### src/rtl/wb_regfile.sv
// -----------------------------------------------------------------------------
// wb_regfile
//   Writeback stage and architectural register file of the pipelined Y86-64
//   core. It takes the W pipeline register outputs, works out the effective
//   E/M destinations, commits valE/valM into r0..r14, serves the two decode
//   read ports, exports the W-stage forwarding sources, latches the program
//   status and counts retired instructions.
//
// Ports
//   clk, rst_n             clock and synchronous active-low reset
//   w_stat/w_icode/w_rA/w_rB/w_cnd/w_valE/w_valM
//                          W-stage pipeline register outputs
//   d_srcA/d_srcB          decode read addresses (0xF = none)
//   d_rvalA/d_rvalB        combinational read data (0 for address 0xF)
//   wb_dstE/wb_dstM        effective destinations, 0xF when nothing commits
//   wb_valE/wb_valM        forwarding sources (pass-through of W values)
//   prog_stat              latched program status
//   halted                 sticky flag, set once a fault/halt status retires
//   retired                retired-instruction counter (wraps)
// -----------------------------------------------------------------------------
module wb_regfile #(
    parameter int DW   = 64,
    parameter int CNTW = 32
) (
    input  logic            clk,
    input  logic            rst_n,
    input  logic [2:0]      w_stat,
    input  logic [3:0]      w_icode,
    input  logic [3:0]      w_rA,
    input  logic [3:0]      w_rB,
    input  logic            w_cnd,
    input  logic [DW-1:0]   w_valE,
    input  logic [DW-1:0]   w_valM,
    input  logic [3:0]      d_srcA,
    input  logic [3:0]      d_srcB,
    output logic [DW-1:0]   d_rvalA,
    output logic [DW-1:0]   d_rvalB,
    output logic [3:0]      wb_dstE,
    output logic [3:0]      wb_dstM,
    output logic [DW-1:0]   wb_valE,
    output logic [DW-1:0]   wb_valM,
    output logic [2:0]      prog_stat,
    output logic            halted,
    output logic [CNTW-1:0] retired
);

    localparam logic [2:0] ST_BUB = 3'd0;
    localparam logic [2:0] ST_AOK = 3'd1;
    localparam logic [2:0] ST_HLT = 3'd2;
    localparam logic [2:0] ST_ADR = 3'd3;
    localparam logic [2:0] ST_INS = 3'd4;
    localparam logic [3:0] RNONE  = 4'hF;
    localparam logic [3:0] RRSP   = 4'h4;

    logic [DW-1:0]   regs_q [0:14];
    logic [2:0]      prog_stat_q, prog_stat_d;
    logic            halted_q, halted_d;
    logic [CNTW-1:0] retired_q, retired_d;

    logic [3:0] dst_e, dst_m;
    logic       commit_en;
    logic       fault_ev;

    // Raw destination decode from the instruction code.
    always_comb begin
        dst_e = RNONE;
        dst_m = RNONE;
        case (w_icode)
            4'h2:                      dst_e = w_cnd ? w_rB : RNONE;
            4'h3, 4'h6:                dst_e = w_rB;
            4'h8, 4'h9, 4'hA, 4'hB:    dst_e = RRSP;
            default:                   dst_e = RNONE;
        endcase
        if (w_icode == 4'h5 || w_icode == 4'hB) begin
            dst_m = w_rA;
        end
    end

    // Only AOK instructions commit, and nothing commits once halted.
    // A bubble is neither a commit nor a status event.
    assign commit_en = (w_stat == ST_AOK) && !halted_q;
    assign fault_ev  = !halted_q &&
                       (w_stat == ST_HLT || w_stat == ST_ADR || w_stat == ST_INS);

    assign wb_dstE = commit_en ? dst_e : RNONE;
    assign wb_dstM = commit_en ? dst_m : RNONE;
    assign wb_valE = w_valE;
    assign wb_valM = w_valM;

    always_comb begin
        prog_stat_d = prog_stat_q;
        halted_d    = halted_q;
        retired_d   = retired_q;
        if (fault_ev) begin
            prog_stat_d = w_stat;
            halted_d    = 1'b1;
        end
        // HLT itself retires; ADR/INS faults do not.
        if ((commit_en && w_icode != 4'h1) || (fault_ev && w_stat == ST_HLT)) begin
            retired_d = retired_q + CNTW'(1);
        end
    end

    always_ff @(posedge clk) begin
        if (!rst_n) begin
            prog_stat_q <= ST_AOK;
            halted_q    <= 1'b0;
            retired_q   <= '0;
        end else begin
            prog_stat_q <= prog_stat_d;
            halted_q    <= halted_d;
            retired_q   <= retired_d;
        end
    end

    // The M write is issued after the E write so that on a collision
    // (popq %rsp) the memory value is the one that lands.
    always_ff @(posedge clk) begin
        if (!rst_n) begin
            for (int i = 0; i < 15; i++) begin
                regs_q[i] <= '0;
            end
        end else if (commit_en) begin
            if (wb_dstE != RNONE) begin
                regs_q[wb_dstE] <= w_valE;
            end
            if (wb_dstM != RNONE) begin
                regs_q[wb_dstM] <= w_valM;
            end
        end
    end

    // Reads see the array only; same-cycle writes are not bypassed.
    assign d_rvalA = (d_srcA == RNONE) ? '0 : regs_q[d_srcA];
    assign d_rvalB = (d_srcB == RNONE) ? '0 : regs_q[d_srcB];

    assign prog_stat = prog_stat_q;
    assign halted    = halted_q;
    assign retired   = retired_q;

    logic unused_bub;
    assign unused_bub = (ST_BUB == 3'd0);

endmodule

### config.mk
export PLATFORM = sky130hd
export DESIGN_NAME = wb_regfile
export DESIGN_NICKNAME = d
export VERILOG_FILES = /design/src/rtl/wb_regfile.sv
export SDC_FILE = /design/constraint.sdc
export NUM_CORES = 2
export LEC_CHECK = 0
export ABC_CLOCK_PERIOD_IN_PS = 4500
export BUFFER_PORTS_ARGS = -buffer_cell sky130_fd_sc_hd__buf_4
export CELL_PAD_IN_SITES_DETAIL_PLACEMENT = 0
export CELL_PAD_IN_SITES_GLOBAL_PLACEMENT = 1
export CORE_AREA = 4 4 312 436
export CTS_BUF_LIST = sky130_fd_sc_hd__clkbuf_16
export CTS_CLUSTER_DIAMETER = 150
export DETAILED_ROUTE_END_ITERATION = 10
export DIE_AREA = 0 0 316 440
export GPL_TIMING_DRIVEN = 0
export PLACE_DENSITY_LB_ADDON = 0.1
export SLEW_MARGIN = 20
export SYNTH_ARGS = -nofsm -noshare
export SYNTH_HDL_FRONTEND = slang
export SYNTH_SLANG_ARGS = --single-unit
### constraint.sdc
create_clock -name clk -period 4.5 [get_ports clk]
set_input_delay 0.675 -clock clk [delete_from_list [all_inputs] [get_ports clk]]
set_output_delay 0.675 -clock clk [all_outputs]
set_load 0.02 [all_outputs]
==> results.yml <==
synth:
  ys.flop_type: "edfxtp_1"
  ys_top_cells_by_area: "edfxtp_1 50%, mux4_2 23%, a32o_1 11%"
  ys_async_sr_fraction_pct: 0
  synth_common_cells: "1024 x edfxtp_1, 679 x a32o_1, 640 x mux4_2"
  ys_seq_area_share_pct: 51.01
  synth_area_mm2: 0.06170
  syn_avg_cell_area_um2: 15.08
  syn_inst: 4092
  yosys.cell_types.count: 57
  synth_edf_count: 1024
  yosysTopAreaCell: "edfxtp_1"
  yosysWarnings: 0
  yosysMostFrequentCell: "edfxtp_1"
  synth_seq_cells: 1060
  synth_top_area_share_pct: 49.84
hold_path:
  hold_end: "prog_stat[1]"
  holdPathStages: 2
  min-delay-start: "w_stat[2]"
  hold_class: "in -> reg"
clock_network:
  cts-root-buf: "clkbuf_16"
  clkLatencyLatePin_ps: 750
  numClockSinks: 1060
  tritoncts: "built"
  htreeDepth: 3
  clkTransAtPathRegs_ps: 70
  holdBufCountCts: 0
  postCtsSetupBuffers: 0
  cts_buffers: 112
  clockBufferDepth: 3
finish:
  postLayoutCoreUtil_pct: 54.58
  fillCellCount: 11010
  syn_to_final_growth_pct: 16.99
  nNetsFinal: 4904
  drive_gt1_share_pct: 34.23
critical_path:
  critical_path_arrival_ps: 3970
  timing.rr.start: "halted"
  reg2regPathDepth: 7
  r2r_end: "regs_q[5][32]"
  worstSetupPathType: "in -> out"
  start_kind: "input port"
  end_kind: "output pin"
  crit_fanout: 10
  cp.required_ps: 3830
  ff2ff_setup_slack_ps: 20
floorplan:
  die_h_um: 440
  start_util_pct: 46.65
  core_area_mm2: 0.1323
  die_area_mm2: 0.1390
  die_w_um: 316
  ios: 454
  fp-row-count: 158
power_and_ir_drop:
  p_leak_nw: 25.37
  ir_drop_mv: 0.2744
  p_per_area_mw_per_mm2: 338.6
timing:
  rsz0062_at_grt: "yes"
  setup_tns_ps: -1921
  report.final.slew_viol_count: 0
  period_minus_slack_ps: 4642
  tightest_slew_ps: 1333
  slew_headroom_pct: 11.10
  hold_viol: 0
  finalWorstSetupSlack_ps: -141.9
  layout_worst_path_cycle_share_pct: 103.2
  fin_worst_skew_ps: 24.96
  fmax_ghz: 0.2154
  setup_viol: 49
run_status:
  violations: "setup timing"
  status: "complete, but fails checks"
global_route:
  grt_max_degree: 40
  grt_pass1_vias: 49280
  gr-total-overflow: 0
  grt_pass1_wl_um: 379000
  antenna_found_initial: 17
  track_usage_pct: 39.35
routing:
  ant_nets: 0
  drc_errors: 0
  via_per_inst: 7.523
  vias: 49670
  drt_iter0_drc: 8155
  wl_um: 278300
  dr.pass1.iters: 6
  wl_per_cell_um: 42.14
place:
  numPortBuffers: 446
  place.gp.congestion: 0.9311
  hpwl_um: 193600
run:
  drv_cap: 0
[stage by stage]
step,power (mW),cell area [um^2],cells,setup WS [ps],hold slack (ps)
finish,24.44,72180,6603,-141.9,188.1
global route,24.88,72160,6594,-8.667,190.7
CTS,24.30,72100,6591,2.025,154.3
detailed placement,15.18,68410,6395,-607.7,483.2
global placement,15.11,67490,6361,-4532,474.0
floorplan,13.48,61940,4155,434.6,555.3
[power breakdown]
| group | switching [mW] | internal (mW) |
|---|---|---|
| Clock | 4.23 | 5.13 |
| Sequential | 0.181 | 11.1 |
| Combinational | 2.25 | 1.50 |
[placed cells by master, fill, tap and decap left out, types with 5 or more instances in the layout]
master,Yosys,routed
a22o_1,153,153
clkinvlp_4,0,5
or2_2,6,6
a211o_4,0,10
nand3_1,13,11
inv_1,9,28
nor2_1,24,23
buf_4,143,590
buf_2,110,118
a32o_1,679,679
edfxtp_1,1024,1024
nand2_1,281,281
mux4_2,640,640
o21ai_1,27,27
or3_1,17,14
buf_6,0,11
nor3_1,8,8
o21ai_0,120,120
conb_1,1,64
nor2b_1,135,135
clkbuf_1,448,398
clkbuf_2,0,57
buf_1,90,50
xnor2_1,9,9
clkdlybuf4s15_2,0,17
diode_2,0,11
buf_16,0,20
a21oi_1,23,23
and4_1,8,8
dfxtp_1,36,36
bufinv_16,0,9
nand4_1,6,6
mux2i_1,6,6
nand2b_1,11,11
clkinv_2,0,20
clkbuf_16,0,116
clkinv_1,0,24
[flip-flops by register name, summed over array words and instances (netlist names)]
signal and cells:
regs_q 1024, halted 1, retired 32, prog_stat 3
[critical path: stages]
cell,delay (ps)
clkbuf_1,330
clkbuf_2,730
clkbuf_1,640
buf_6,250
mux4_2,360
mux4_2,460
nor2b_1,250
buf_4,250
[cells by family after synthesis]
family | count (synthesis) | share of synthesized area [%]
xor gates and xnor gates | 10 | 0.1420
AOI/OAI and AO/OA | 1033 | 15.01
adders and majority gates | 1 | 0.02028
other | 1 | 0.006078
and+or+nand+nor | 541 | 4.391
DFF | 1060 | 51.01
buffers and inverters | 800 | 5.960
muxes | 646 | 23.46
[final cells by class]
type | instances | area (um^2) | share of cell area [%]
sequential | 1060 | 31470 | 43.60
timing repair buffer | 481 | 4094 | 5.672
tap | 1760 | 2202 | 3.051
clock buffer | 116 | 2903 | 4.022
inverter | 9 | 33.78 | 0.04680
multi-input combinational | 2296 | 26960 | 37.35
clock inverter | 81 | 611.8 | 0.8477
buffer | 789 | 3879 | 5.374
antenna | 11 | 27.53 | 0.03814
[routing by layer]
metal	share of wire (%)	routed length, um	track usage, %	up-vias
met5	0.064	179	0.4616	-
met4	9.3	25800	30.12	14
met1	31	86950	44.86	25290
li1	-	-	-	18590
met2	47	130400	62.79	4548
met3	13	34970	11.04	1235
[timing repair]
| action | in CTS | in global routing |
|---|---|---|
| endpoints found under the setup margin | 228 | 75 |
| cloned | 1 | 0 |
| endpoints found under the hold margin | 0 | 0 |
| resized for setup | 57 | 26 |
[how the worst max path moves through the flow]
stage                from             to  slack (ps)  cells after the start
2_1_floorplan  w_icode[0]  regs_q[10][0]         430                      8
3_3_place_gp    w_stat[2]  regs_q[2][35]       -4530                      7
3_5_place_dp        rst_n  regs_q[1][28]        -610                      9
4_1_cts         d_srcA[1]    d_rvalA[56]           2                      7
5_1_grt            halted  regs_q[8][28]          -9                      6
6_report        d_srcB[1]     d_rvalB[1]        -140                      8
Power figures use the tool's default switching activity.
